--- config.mk ---
export PLATFORM = sky130hd
export DESIGN_NAME = exec_decode_unit
export DESIGN_NICKNAME = d
export VERILOG_FILES = /design/src/rtl/exec_decode_unit.sv
export SDC_FILE = /design/constraint.sdc
export NUM_CORES = 1
export LEC_CHECK = 0
export BUFFER_PORTS_ARGS = -buffer_cell sky130_fd_sc_hd__buf_4
export CAP_MARGIN = 10
export CORE_MARGIN = 2
export CORE_UTILIZATION = 52
export CTS_BUF_LIST = sky130_fd_sc_hd__clkbuf_2 sky130_fd_sc_hd__clkbuf_4 sky130_fd_sc_hd__clkbuf_8
export DETAILED_ROUTE_END_ITERATION = 7
export PLACE_DENSITY = 0.79
export SYNTH_ARGS = -nofsm -noshare
export SYNTH_HDL_FRONTEND = slang
export SYNTH_SLANG_ARGS = --single-unit
--- constraint.sdc ---
create_clock -name clk -period 4.29 [get_ports clk]
set_clock_uncertainty 0.1 [all_clocks]
set_input_delay 0.2145 -clock clk [delete_from_list [all_inputs] [get_ports clk]]
set_output_delay 0.2145 -clock clk [all_outputs]
set_load 0.01 [all_outputs]
--- src/rtl/exec_decode_unit.sv ---
// EX stage for the 5-stage MIPS pipe: main control, ALU control, 32-bit ALU and the EX/MEM register.
// Build option: define ALU_SHIFT_EN to add sll/srl to the R-type funct decode.
module exec_decode_unit #(
  parameter int W = 32
) (
  input  logic         clk,
  input  logic         rst_n,
  input  logic         stall,
  input  logic         flush,
  input  logic [31:0]  instr,
  input  logic [W-1:0] a,
  input  logic [W-1:0] b,
  output logic         regdst,
  output logic         branch,
  output logic         memread,
  output logic         memwrite,
  output logic         memtoreg,
  output logic         regwrite,
  output logic         alusrc,
  output logic [1:0]   aluop,
  output logic [3:0]   aluctl,
  output logic [W-1:0] alu_out,
  output logic         zero,
  output logic [W-1:0] alu_out_q,
  output logic         zero_q,
  output logic         regwrite_q,
  output logic         memread_q,
  output logic         memwrite_q,
  output logic         memtoreg_q
);

  localparam logic [5:0] OP_RTYPE = 6'b000000;
  localparam logic [5:0] OP_LW    = 6'b100011;
  localparam logic [5:0] OP_SW    = 6'b101011;
  localparam logic [5:0] OP_BEQ   = 6'b000100;
  localparam logic [5:0] OP_ADDI  = 6'b001000;

  localparam logic [5:0] FN_ADD = 6'b100000;
  localparam logic [5:0] FN_SUB = 6'b100010;
  localparam logic [5:0] FN_AND = 6'b100100;
  localparam logic [5:0] FN_OR  = 6'b100101;
  localparam logic [5:0] FN_XOR = 6'b100110;
  localparam logic [5:0] FN_NOR = 6'b100111;
  localparam logic [5:0] FN_SLT = 6'b101010;
  localparam logic [5:0] FN_SLL = 6'b000000;
  localparam logic [5:0] FN_SRL = 6'b000010;

  localparam logic [3:0] ALU_AND = 4'b0000;
  localparam logic [3:0] ALU_OR  = 4'b0001;
  localparam logic [3:0] ALU_ADD = 4'b0010;
  localparam logic [3:0] ALU_SUB = 4'b0110;
  localparam logic [3:0] ALU_SLT = 4'b0111;
  localparam logic [3:0] ALU_NOR = 4'b1100;
  localparam logic [3:0] ALU_XOR = 4'b1101;
  localparam logic [3:0] ALU_SLL = 4'b1000;
  localparam logic [3:0] ALU_SRL = 4'b1001;
  localparam logic [3:0] ALU_BAD = 4'b1111;

  typedef struct packed {
    logic [W-1:0] res;
    logic         zero;
    logic         regwrite;
    logic         memread;
    logic         memwrite;
    logic         memtoreg;
  } ex_mem_t;

  logic [5:0]   opcode, funct;
  logic [4:0]   shamt;
  logic [W-1:0] imm_sx, op_b;
  ex_mem_t      ex_d, ex_q;

  assign opcode = instr[31:26];
  assign funct  = instr[5:0];
  assign shamt  = instr[10:6];
  assign imm_sx = {{(W-16){instr[15]}}, instr[15:0]};

  // rs/rt/rd fields are resolved upstream; only the opcode/funct/imm/shamt matter here
`ifdef ALU_SHIFT_EN
  logic unused_fields;
  assign unused_fields = ^instr[25:16];
`else
  logic unused_fields;
  assign unused_fields = ^{instr[25:16], shamt};
`endif

  // main control
  always_comb begin
    regdst   = 1'b0;
    alusrc   = 1'b0;
    memtoreg = 1'b0;
    regwrite = 1'b0;
    memread  = 1'b0;
    memwrite = 1'b0;
    branch   = 1'b0;
    aluop    = 2'b00;
    case (opcode)
      OP_RTYPE: begin
        regdst   = 1'b1;
        regwrite = 1'b1;
        aluop    = 2'b10;
      end
      OP_LW: begin
        alusrc   = 1'b1;
        memtoreg = 1'b1;
        regwrite = 1'b1;
        memread  = 1'b1;
      end
      OP_SW: begin
        alusrc   = 1'b1;
        memwrite = 1'b1;
      end
      OP_BEQ: begin
        branch = 1'b1;
        aluop  = 2'b01;
      end
      OP_ADDI: begin
        alusrc   = 1'b1;
        regwrite = 1'b1;
      end
      default: ;
    endcase
  end

  // ALU control
  always_comb begin
    aluctl = ALU_ADD;
    case (aluop)
      2'b01: aluctl = ALU_SUB;
      2'b10: begin
        case (funct)
          FN_ADD:  aluctl = ALU_ADD;
          FN_SUB:  aluctl = ALU_SUB;
          FN_AND:  aluctl = ALU_AND;
          FN_OR:   aluctl = ALU_OR;
          FN_XOR:  aluctl = ALU_XOR;
          FN_NOR:  aluctl = ALU_NOR;
          FN_SLT:  aluctl = ALU_SLT;
`ifdef ALU_SHIFT_EN
          FN_SLL:  aluctl = ALU_SLL;
          FN_SRL:  aluctl = ALU_SRL;
`endif
          default: aluctl = ALU_BAD;
        endcase
      end
      default: aluctl = ALU_ADD;
    endcase
  end

  assign op_b = alusrc ? imm_sx : b;

  // unlisted codes (incl. 1111) produce 0, which also raises zero
  always_comb begin
    alu_out = '0;
    case (aluctl)
      ALU_AND: alu_out = a & op_b;
      ALU_OR:  alu_out = a | op_b;
      ALU_ADD: alu_out = a + op_b;
      ALU_SUB: alu_out = a - op_b;
      ALU_XOR: alu_out = a ^ op_b;
      ALU_NOR: alu_out = ~(a | op_b);
      ALU_SLT: alu_out = {{(W-1){1'b0}}, ($signed(a) < $signed(op_b))};
`ifdef ALU_SHIFT_EN
      ALU_SLL: alu_out = op_b << shamt;
      ALU_SRL: alu_out = op_b >> shamt;
`endif
      default: alu_out = '0;
    endcase
  end

  assign zero = (alu_out == '0);

  assign ex_d = '{res:      alu_out,
                  zero:     zero,
                  regwrite: regwrite,
                  memread:  memread,
                  memwrite: memwrite,
                  memtoreg: memtoreg};

  // flush beats stall so a squashed slot never survives a hold
  always_ff @(posedge clk or negedge rst_n) begin
    if (!rst_n)      ex_q <= '0;
    else if (flush)  ex_q <= '0;
    else if (!stall) ex_q <= ex_d;
  end

  assign alu_out_q  = ex_q.res;
  assign zero_q     = ex_q.zero;
  assign regwrite_q = ex_q.regwrite;
  assign memread_q  = ex_q.memread;
  assign memwrite_q = ex_q.memwrite;
  assign memtoreg_q = ex_q.memtoreg;

endmodule

==> impl_metrics.env, run 1 <==
export IMPL_yosysUniqueCellTypes=104
export IMPL_cts_path_max_buffers=2
export IMPL_cts_max_level=2
export IMPL_error="[ERROR GRT-0232] Routing congestion too high. Check the congestion heatmap in the GUI."
export IMPL_clockRootBuffer="clkbuf_8"
export IMPL_status="aborted with a tool error"
export IMPL_cts_sinks=36
export IMPL_io_buffer_count=172
export IMPL_grt_max_degree=48
export IMPL_synth_edf_count=0
export IMPL_synth_cell_area_mm2=0.00839
export IMPL_seq_area_frac_synth=0.107
export IMPL_start_util=0.530
export IMPL_die_w_um=131
export IMPL_syn_area_per_cell_um2=7.10
export IMPL_track_usage=0.660
export IMPL_syn_inst=1182
export IMPL_synth_fp_nets=1388
export IMPL_cts_made_buffers=5
export IMPL_async_reset_ff_frac=1.00
export IMPL_place_area_mm2=0.0127
export IMPL_stop_stage="global routing (5_1_grt)"
export IMPL_grt_ovfl_total=12
export IMPL_synth_seq_cells=36
export IMPL_hpwlAfterDp_mm=31.8
export IMPL_worst_ep_kind="primary output"
export IMPL_gp_congestion=1.08
export IMPL_dieHeight_um=131
export IMPL_rows=46
export IMPL_yosysWarnings=0
export IMPL_crit_endpoint="zero"
export IMPL_io_pins=183
export IMPL_ys_flop_type="dfrtp_1"
==> kinds of logic after synthesis <==
logic type	count (synthesis)	synth area share
simple gates	440	0.256
compound gates	377	0.323
buf+inv	180	0.103
fa+ha+maj	106	0.160
flops	36	0.107
mux	33	0.0403
xor+xnor	10	0.0104
==> stage by stage <==
stage	setup WS [ns]	utilization	cells	hold slack, ns
after floorplan	-0.135	-	1182	-0.181
after global placement	-0.732	0.804	1894	0.0876
after detailed placement	-0.794	0.804	1894	0.102
after CTS	-0.428	0.864	1941	0.213
==> cell usage after synthesis, types with 7 or more instances <==
library cell,count,share of area
o31ai_1,16,0.014
xnor2_1,10,0.010
and3_1,13,0.0097
inv_1,114,0.051
o21bai_1,7,0.0063
o211ai_1,23,0.021
buf_2,11,0.0066
and2_1,10,0.0075
ha_1,104,0.16
nor2_1,120,0.054
nand2b_1,7,0.0052
a31oi_1,14,0.010
nand3_1,24,0.014
o21ai_0,49,0.029
a211oi_1,13,0.012
dfrtp_1,36,0.11
nor4_1,18,0.013
a21oi_1,94,0.056
nor3_1,20,0.012
clkbuf_1,30,0.013
a221oi_1,13,0.014
nand4_1,20,0.015
a221o_1,9,0.011
a21o_1,12,0.011
o21a_1,13,0.012
clkbuf_8,13,0.021
nand2_1,140,0.063
o221ai_1,8,0.0084
a22oi_1,11,0.0098
or3_1,7,0.0052
nor2b_1,10,0.0075
mux2i_1,29,0.035
==> layer usage <==
metal	track usage	GRT overflow
met3	0.430	0
met2	0.881	5
met5	0.0735	0
met1	0.685	0
met4	0.625	7
==> what timing repair did <==
action | in CTS
pin swaps | 66
hold buffers | 1
gates resized for setup | 124
hold endpoints to repair | 36
setup buffers | 36
gates cloned | 2
setup endpoints to repair | 19
==> inputs of run 2 (changes only) <==
--- a/config.mk
+++ b/config.mk
@@ -8,10 +8,9 @@
 export BUFFER_PORTS_ARGS = -buffer_cell sky130_fd_sc_hd__buf_4
 export CAP_MARGIN = 10
 export CORE_MARGIN = 2
-export CORE_UTILIZATION = 52
-export CTS_BUF_LIST = sky130_fd_sc_hd__clkbuf_2 sky130_fd_sc_hd__clkbuf_4 sky130_fd_sc_hd__clkbuf_8
+export CORE_UTILIZATION = 40
 export DETAILED_ROUTE_END_ITERATION = 7
-export PLACE_DENSITY = 0.79
+export PLACE_DENSITY_LB_ADDON = 0.15
 export SYNTH_ARGS = -nofsm -noshare
 export SYNTH_HDL_FRONTEND = slang
 export SYNTH_SLANG_ARGS = --single-unit
==> constraint.sdc (replaced) <==
create_clock -name clk -period 5.58 [get_ports clk]
set_clock_uncertainty 0.1 [all_clocks]
set_input_delay 0.279 -clock clk [delete_from_list [all_inputs] [get_ports clk]]
set_output_delay 0.279 -clock clk [all_outputs]
set_load 0.01 [all_outputs]
==> run 2 against run 1 <==
Against the previous run:
- the flow now finishes without violations
- synthesized cell count did not move
- synthesized area did not move
==> impl_metrics.env, run 2 <==
export IMPL_clkLatencyLatePin_ns=0.28
export IMPL_cts_tree="yes"
export IMPL_ir_drop_mv=0.127
export IMPL_cp_required_ns=5.20
export IMPL_wl_per_cell_um=20.8
export IMPL_rr_startpoint="alu_out_q[27]"
export IMPL_hold_class="input pin to flip-flop"
export IMPL_cts_max_level=2
export IMPL_grt_first_pass_wirelength_mm=52.6
export IMPL_maxCapViolCount=0
export IMPL_hold_viol_final=0
export IMPL_fin_crit_sh=0.960
export IMPL_syn_area_per_cell_um2=7.10
export IMPL_drv_slew=0
export IMPL_first_global_vias=9324
export IMPL_syn_inst=1182
export IMPL_final_cells=1668
export IMPL_power_total_mw=1.80
export IMPL_dr_pass1_iters=6
export IMPL_io_buffer_count=172
export IMPL_synthMuxAreaShare=0.0403
export IMPL_slew_headroom=0.305
export IMPL_rows=52
export IMPL_crit_path_frequent_cell="buf_4"
export IMPL_gp_congestion=0.982
export IMPL_synth_xor_area_frac=0.0104
export IMPL_yosysTopAreaCell="ha_1"
export IMPL_ant_nets=0
export IMPL_nets=1603
export IMPL_crit_slowest_cell="or4_1"
export IMPL_cp_arrival_ns=4.98
export IMPL_hold_path_end="alu_out_q[7]"
export IMPL_final_cell_mix="270 x buf_4, 139 x nand2_1, 118 x nor2_1"
export IMPL_place_ws_ns=0.0442
export IMPL_drive_gt1_frac=0.258
export IMPL_leakagePower_nw=5.26
export IMPL_track_usage=0.302
export IMPL_worst_hold_startpoint="flush"
export IMPL_regToRegEndpoint="alu_out_q[27]"
export IMPL_ff2ff_path_depth=3
export IMPL_final_common_cell="buf_4"
export IMPL_yosysWarnings=0
export IMPL_yosys_area_share_simple=0.256
export IMPL_cts_made_buffers=5
export IMPL_cp_end_kind="primary output"
export IMPL_die_w_um=149
export IMPL_cts_sinks=36
export IMPL_ys_flop_type="dfrtp_1"
export IMPL_largest_register_ffs=32
export IMPL_io_pins=183
export IMPL_async_reset_ff_frac=1.00
export IMPL_grt_max_degree=48
export IMPL_ff2ff_setup_slack_ns=4.74
export IMPL_placed_cells=1658
export IMPL_power_per_cell_area_mw_per_mm2=169
export IMPL_coreArea_mm2=0.0204
export IMPL_dieArea_mm2=0.0222
export IMPL_crit_fanout=7
export IMPL_setup_violations=0
export IMPL_synth_compound_area_share=0.323
export IMPL_cts_path_max_buffers=2
export IMPL_synth_most_common_cell="nand2_1"
export IMPL_synth_top_cell_area_share=0.155
export IMPL_status="complete, no violations"
export IMPL_seq_area_frac_synth=0.107
export IMPL_clkSlewWorstSetupHoldPaths_ns=0.06
export IMPL_drtIter0Drc=783
export IMPL_layout_setup_ws_ns=0.223
export IMPL_vias=9862
export IMPL_n_antenna_cell=0
export IMPL_syn_to_final_growth_pct=26.8
export IMPL_start_kind="input pin"
export IMPL_slowest_delay_ns=0.60
export IMPL_cp_cell_sequence="buf_4 -> or3_1 -> nor2_2 -> o21ai_4 -> clkinvlp_4 -> buf_4 -> nand2_1 -> nand2_1 -> inv_1 -> ha_1 -> or4_1 -> nand4b_1 -> a21oi_2 -> o31ai_1 -> and2_1 -> a2111oi_0 -> a2bb2oi_1 -> nand4b_1 -> or4_1 -> nor3_2 -> buf_4"
export IMPL_grt_ovfl_total=0
export IMPL_tightest_slew_ns=1.04
export IMPL_antenna_found_initial=0
export IMPL_drt_drc_violations_left=0
export IMPL_period_needed_ns=5.36
export IMPL_synth_top_family_by_area="compound AO/OA/AOI/OAI gates"
export IMPL_yosysUniqueCellTypes=104
export IMPL_clockRootBuffer="clkbuf_16"
export IMPL_finalWirelength_mm=34.7
export IMPL_synth_edf_count=0
export IMPL_dieHeight_um=149
export IMPL_synth_fa_ha_area_frac=0.160
export IMPL_hpwlAfterDp_mm=28.3
export IMPL_synth_common_cells="140 x nand2_1, 120 x nor2_1, 114 x inv_1"
export IMPL_setup_tns_ns=0
export IMPL_whs_path_depth=2
export IMPL_path_class="input pin to primary output"
export IMPL_synth_area_leaders="ha_1 16%, dfrtp_1 11%, nand2_1 6.3%, a21oi_1 5.6%, nor2_1 5.4%"
export IMPL_synth_cell_area_mm2=0.00839
export IMPL_synth_seq_cells=36
export IMPL_synth_fp_nets=1388
export IMPL_fmax_mhz=187
export IMPL_start_util=0.411
export IMPL_detail_route_vias_per_cell=5.91
==> run 2: kinds of logic after synthesis <==
group | count (synthesis)
adders and majority gates | 106
muxes | 33
buffers and inverters | 180
and+or+nand+nor | 440
DFF | 36
AOI/OAI and AO/OA | 377
xor gates and xnor gates | 10
==> run 2: final cells by class <==
cell class / count / area, um^2
clock buffer: 6 / 139
clock inverter: 2 / 10.0
fill: 2111 / 9790
inverter: 116 / 439
multi-input combinational: 966 / 6760
sequential: 36 / 901
tap: 270 / 338
timing repair buffer: 272 / 2060
==> run 2: worst max-delay path, delay by kind of cell <==
family / cells / cell delay (ns)
AND/OR/NAND/NOR: 10 / 2.68
AO/OA/AOI/OAI: 5 / 1.03
buffers and inverters: 5 / 0.68
adder cells (fa/ha/maj): 1 / 0.30
==> run 2: power breakdown <==
part           switching [mW]  internal (mW)
registers              0.0144          0.287
clock network           0.111          0.176
logic                   0.699          0.516
==> run 2: how the worst max path moves through the flow <==
stage / start / endpoint / slack [ns] / cells after the start
floorplan: instr[31] / zero / 0.59 / 18
global placement: instr[26] / zero / 0.12 / 21
detailed placement: instr[26] / zero / 0.04 / 21
CTS: instr[26] / zero / 0.03 / 21
global route: instr[26] / zero / -0.02 / 21
finish: instr[26] / zero / 0.22 / 21
==> run 2: per-stage QoR <==
stage / util / cell area (um^2) / hold WS [ns]
2_1_floorplan: - / 8390 / -0.117
3_3_place_gp: 0.507 / 10400 / 0.163
3_5_place_dp: 0.507 / 10400 / 0.173
4_1_cts: 0.515 / 10500 / 0.311
5_1_grt: 0.521 / 10600 / 0.325
6_report: 0.521 / 10600 / 0.312
==> run 2: repair_timing <==
item / 4_1_cts / 5_1_grt
setup buffers: 0 / 1
hold buffers: 1 / 0
gates resized for setup: 0 / 24
endpoints found under the hold margin: 36 / 0
setup endpoints to repair: 0 / 1
==> run 2: metal layers <==
layer | track usage | vias to the layer above | part of all wire | routed length [um]
met4 | 0.0962 | 0 | 0.034 | 1190
met2 | 0.504 | 390 | 0.47 | 16200
met1 | 0.409 | 4684 | 0.44 | 15100
met5 | 0 | - | 0 | 0
li1 | - | 4733 | - | -
met3 | 0.0346 | 55 | 0.064 | 2200
Note: power is estimated with default switching activity, not from simulation.
==> inputs of run 3 (changes only) <==
==> constraint.sdc (replaced) <==
create_clock -name clk -period 6.6 [get_ports clk]
set_clock_uncertainty 0.1 [all_clocks]
set_input_delay 0.33 -clock clk [delete_from_list [all_inputs] [get_ports clk]]
set_output_delay 0.33 -clock clk [all_outputs]
set_load 0.01 [all_outputs]
==> run 3 against run 2 <==
Against the previous run:
- total power is 19% lower
- first-iteration DRC count shrank 5.2%
- sequential share of layout area is 0.52 points higher
- clock power down 5%
- die area stayed put
- wire length decreased by 4.2%
- design area down 5.8%
- setup slack improved by 0.34 ns
- clock-buffer cell count fell by 1
- global-route usage down 0.98 points
- combinational power is 23% lower
- sequential cell count did not move
- critical path type unchanged
==> impl_metrics.env, run 3 (synthesis gave the netlist of run 2 again) <==
export IMPL_ff2ff_path_depth=2
export IMPL_whs_path_depth=2
export IMPL_gp_congestion=0.972
export IMPL_path_class="input pin to primary output"
export IMPL_multiInputGateArea_mm2=0.00664
export IMPL_setup_violations=0
export IMPL_grt_first_pass_wirelength_mm=51.0
export IMPL_finalWirelength_mm=33.2
export IMPL_setup_tns_ns=0
export IMPL_rows=52
export IMPL_p_switching_mw=0.671
export IMPL_dieHeight_um=149
export IMPL_grt_ovfl_total=0
export IMPL_period_needed_ns=6.04
export IMPL_cp_cell_sequence="buf_4 -> or3_1 -> nor2_1 -> o21ai_4 -> clkinv_1 -> nand2_1 -> nand2_1 -> inv_1 -> ha_1 -> or4_1 -> nand4b_1 -> a21oi_1 -> o31ai_1 -> and2_1 -> a2111oi_0 -> a2bb2oi_1 -> nand4b_1 -> or4_1 -> nor3_2 -> buf_4"
export IMPL_clkPwrFrac=0.187
export IMPL_wl_per_cell_um=20.8
export IMPL_final_cells=1601
export IMPL_cts_max_level=2
export IMPL_seqCellArea_um2=901
export IMPL_rsz0062_at_grt="no"
export IMPL_fmax_mhz=166
export IMPL_fin_util=0.491
export IMPL_grt_max_degree=48
export IMPL_slowest_delay_ns=0.60
export IMPL_p_comb_frac=0.639
export IMPL_fin_crit_sh=0.915
export IMPL_start_util=0.411
export IMPL_hold_viol_final=0
export IMPL_cts_setup_buffers=0
export IMPL_status="complete, no violations"
export IMPL_place_area_mm2=0.00985
export IMPL_leakagePower_nw=4.93
export IMPL_tightest_slew_ns=1.22
export IMPL_switching_share=0.458
export IMPL_fill_cells=2175
export IMPL_largest_register_ffs=32
export IMPL_start_kind="input pin"
export IMPL_drt_drc_violations_left=0
export IMPL_die_w_um=149
export IMPL_placed_cells=1592
export IMPL_syn_to_final_growth_pct=19.5
export IMPL_cts_sinks=36
export IMPL_cts_tree="yes"
export IMPL_crit_fanout=12
export IMPL_n_antenna_cell=0
export IMPL_clkLatencyLatePin_ns=0.28
export IMPL_internal_power_mw=0.792
export IMPL_drive_gt1_frac=0.207
export IMPL_drv_slew=0
export IMPL_io_pins=183
export IMPL_track_usage=0.293
export IMPL_nets=1536
export IMPL_dieArea_mm2=0.0222
export IMPL_hpwlAfterDp_mm=26.6
export IMPL_cp_required_ns=6.17
export IMPL_ant_nets=0
export IMPL_detail_route_vias_per_cell=6.05
export IMPL_cts_resized=0
export IMPL_hold_class="input pin to flip-flop"
export IMPL_cts_made_buffers=5
export IMPL_cp_arrival_ns=5.61
export IMPL_slew_headroom=0.180
export IMPL_clkSlewWorstSetupHoldPaths_ns=0.06
export IMPL_ir_drop_mv=0.119
export IMPL_cts_path_max_buffers=2
export IMPL_final_common_cell="buf_4"
export IMPL_io_buffer_count=172
export IMPL_power_total_mw=1.46
export IMPL_drtIter0Drc=742
export IMPL_vias=9689
export IMPL_clockRootBuffer="clkbuf_16"
export IMPL_power_per_cell_area_mw_per_mm2=146
export IMPL_finish_instance_area_mm2=0.0100
export IMPL_coreArea_mm2=0.0204
export IMPL_final_cell_mix="204 x buf_4, 140 x nand2_1, 120 x nor2_1"
export IMPL_antenna_found_initial=0
export IMPL_crit_slowest_cell="or4_1"
export IMPL_first_global_vias=9133
export IMPL_maxCapViolCount=0
export IMPL_dr_pass1_iters=6
export IMPL_power_share_sequential=0.174
export IMPL_cp_end_kind="primary output"
run 3: cell count changes in the layout (fill, tap and decap cells not counted), moves of 3 or more:
cell / previous run / this run
buf_4: 270 / 204
ha_1: 100 / 104
a21oi_1: 91 / 94
ha_4: 3 / 0
run 3: area by class of cell:
class	instances	share of cell area
Inverter	116	0.0434
Multi-Input combinational cell	966	0.663
Timing Repair Buffer	205	0.154
Clock inverter	3	0.00424
Sequential cell	36	0.0899
Clock buffer	5	0.0125
Tap cell	270	0.0337
run 3: routing by layer:
| metal | share of wire | routed length (um) | vias up | global-route usage |
|---|---|---|---|---|
| met5 | 0 | 0 | - | 0 |
| met2 | 0.46 | 15300 | 424 | 0.486 |
| li1 | - | - | 4595 | - |
| met3 | 0.064 | 2140 | 72 | 0.0297 |
| met1 | 0.43 | 14400 | 4598 | 0.391 |
| met4 | 0.043 | 1420 | 0 | 0.114 |
run 3: path summary, 6_finish.rpt:
check / start / to / slack [ns]
worst min register to register: alu_out_q[1] / alu_out_q[1] / 0.42
max in group asynchronous: rst_n / alu_out_q[12] / 5.59
min in group asynchronous: rst_n / alu_out_q[28] / 0.46
worst max-delay path: instr[26] / zero / 0.56
worst min-delay path: flush / alu_out_q[7] / 0.36
worst max register to register: alu_out_q[0] / alu_out_q[0] / 5.72
run 3: power by group through the flow:
stage               clock network (mW)  registers, mW  logic, mW
finish                           0.274          0.254      0.934
global route                     0.292          0.257       1.01
CTS                              0.277          0.254      0.925
detailed placement                   0          0.258      0.919
global placement                     0          0.257      0.913
floorplan                            0          0.267      0.556
run 3: critical path: cells and delay by family:
| kind | cells | cell delay, ns |
|---|---|---|
| AND/OR/NAND/NOR | 10 | 3.15 |
| AO/OA/AOI/OAI | 5 | 1.32 |
| buffers and inverters | 4 | 0.47 |
| adder cells (fa/ha/maj) | 1 | 0.31 |
run 3: what timing repair did:
action                                  in CTS  in global routing
hold buffers                                 1                  0
endpoints found under the setup margin       0                  0
hold endpoints to repair                    36                  0
run 3: per-stage QoR:
step	worst slack [ns]	hold WS [ns]
floorplan	1.50	-0.0656
finish	0.561	0.363
global route	0.233	0.372
global placement	0.698	0.220
detailed placement	0.639	0.219
CTS	0.623	0.362
==> inputs of run 4 (changes only) <==
--- a/config.mk
+++ b/config.mk
@@ -9,6 +9,7 @@
 export CAP_MARGIN = 10
 export CORE_MARGIN = 2
 export CORE_UTILIZATION = 40
+export CTS_BUF_LIST = sky130_fd_sc_hd__clkbuf_4
 export DETAILED_ROUTE_END_ITERATION = 7
 export PLACE_DENSITY_LB_ADDON = 0.15
 export SYNTH_ARGS = -nofsm -noshare
==> run 4 against run 3 <==
Against the previous run:
- first-iteration DRC count rose by 6.6%
- via count fell by 0.50%
- sequential share of layout area rose by 0.079 points
- combinational power barely moved
- clock-buffer cell count did not move
- setup slack got worse by 0.034 ns
- critical path depth rose by 1
- utilization fell by 0.43 points
- design area fell by 0.87%
==> impl_metrics.env, run 4 (synthesis gave the netlist of run 2 again) <==
export IMPL_status="complete, no violations"
export IMPL_dieHeight_um=149
export IMPL_antenna_found_initial=0
export IMPL_coreArea_mm2=0.0204
export IMPL_grt_first_pass_wirelength_mm=50.9
export IMPL_drtIter0Drc=791
export IMPL_fill_cells=2187
export IMPL_cts_max_level=2
export IMPL_cts_tree="yes"
export IMPL_start_util=0.411
export IMPL_maxCapViolCount=0
export IMPL_clkSlewWorstSetupHoldPaths_ns=0.13
export IMPL_start_kind="input pin"
export IMPL_fmax_mhz=165
export IMPL_clkLatencyLatePin_ns=0.34
export IMPL_cts_setup_buffers=0
export IMPL_dieArea_mm2=0.0222
export IMPL_ir_drop_mv=0.0910
export IMPL_die_w_um=149
export IMPL_rsz0062_at_grt="no"
export IMPL_drv_slew=0
export IMPL_first_global_vias=9105
export IMPL_cts_sinks=36
export IMPL_largest_register_ffs=32
export IMPL_final_common_cell="buf_4"
export IMPL_leakagePower_nw=4.89
export IMPL_setup_violations=0
export IMPL_grt_ovfl_total=0
export IMPL_period_needed_ns=6.07
export IMPL_wl_per_cell_um=20.7
export IMPL_drt_drc_violations_left=0
export IMPL_power_per_cell_area_mw_per_mm2=136
export IMPL_slew_headroom=0.168
export IMPL_cts_resized=0
export IMPL_worst_hold_startpoint="flush"
export IMPL_n_antenna_cell=0
export IMPL_cts_made_buffers=5
export IMPL_io_buffer_count=172
export IMPL_fin_util=0.486
export IMPL_rr_startpoint="alu_out_q[31]"
export IMPL_place_area_mm2=0.00985
export IMPL_rows=52
export IMPL_tightest_slew_ns=1.24
export IMPL_crit_fanout=12
export IMPL_clockRootBuffer="clkbuf_4"
export IMPL_cp_end_kind="primary output"
export IMPL_grt_max_degree=48
export IMPL_hold_buffers=1
export IMPL_path_class="input pin to primary output"
export IMPL_dr_pass1_iters=5
export IMPL_track_usage=0.291
export IMPL_nets=1536
export IMPL_startpoint="instr[26]"
export IMPL_final_cells=1601
export IMPL_gp_congestion=0.972
export IMPL_detail_route_vias_per_cell=6.02
export IMPL_cp_required_ns=6.17
export IMPL_fin_crit_sh=0.920
export IMPL_final_cell_mix="204 x buf_4, 140 x nand2_1, 120 x nor2_1"
export IMPL_finalWirelength_mm=33.1
export IMPL_ant_nets=0
export IMPL_hold_viol_final=0
export IMPL_drive_gt1_frac=0.207
export IMPL_cts_path_max_buffers=2
export IMPL_setup_tns_ns=0
export IMPL_hpwlAfterDp_mm=26.6
export IMPL_finish_instance_area_mm2=0.00994
export IMPL_placed_cells=1592
export IMPL_vias=9641
export IMPL_syn_to_final_growth_pct=18.4
export IMPL_hold_class="input pin to flip-flop"
export IMPL_io_pins=183
export IMPL_cp_arrival_ns=5.64
run 4: through the flow:
| stage | hold slack [ns] | setup WS, ns | power [mW] |
|---|---|---|---|
| after floorplan | -0.0656 | 1.50 | 0.823 |
| after global placement | 0.220 | 0.698 | 1.17 |
| after detailed placement | 0.219 | 0.639 | 1.18 |
| after CTS | 0.269 | 0.623 | 1.34 |
| after global routing | 0.264 | 0.233 | 1.45 |
| final | 0.277 | 0.527 | 1.35 |
run 4: final timing paths:
path | endpoint | slack [ns] | cells past startpoint
max | zero | 0.53 | 21
min reg2reg | alu_out_q[1] | 0.43 | 2
min | alu_out_q[8] | 0.28 | 2
min in group asynchronous | alu_out_q[28] | 0.38 | 2
max reg2reg | alu_out_q[31] | 5.76 | 3
max in group asynchronous | alu_out_q[12] | 5.68 | 2
run 4: where the power goes:
part	total (mW)	internal, mW	leakage, nW	switching, mW
Combinational	0.933	0.373	4.37	0.560
Sequential	0.254	0.242	0.480	0.0120
Clock	0.161	0.0790	0.0412	0.0825
Total	1.35	0.693	4.89	0.655
run 4: cell type report:
class	instances	area, um^2	share of cell area
multi-input cells	966	6640	0.668
well taps	270	338	0.0340
repair buffers	205	1540	0.155
flip-flops and latches	36	901	0.0906
clock inverters	3	42.5	0.00428
inverters	116	435	0.0438
clock buffers	5	37.5	0.00378
run 4: per-layer routing:
layer	part of all wire	track usage
met1	0.44	0.391
met2	0.46	0.484
met3	0.061	0.0300
met4	0.042	0.108
met5	0	0
run 4: critical path: stages:
cell and delay (ns):
buf_4 0.11, or3_1 0.40, nor2_1 0.19, o21ai_4 0.08
clkinv_1 0.15, buf_4 0.24, nand2_1 0.07, nand2_1 0.10
inv_1 0.07, ha_1 0.44, nor4_1 0.56, o21ai_1 0.25
a31oi_1 0.35, o31ai_1 0.24, and2_1 0.23, a2111oi_0 0.48
a2bb2oi_1 0.25, nand4b_1 0.23, or4_1 0.54, nor3_2 0.16
buf_4 0.14
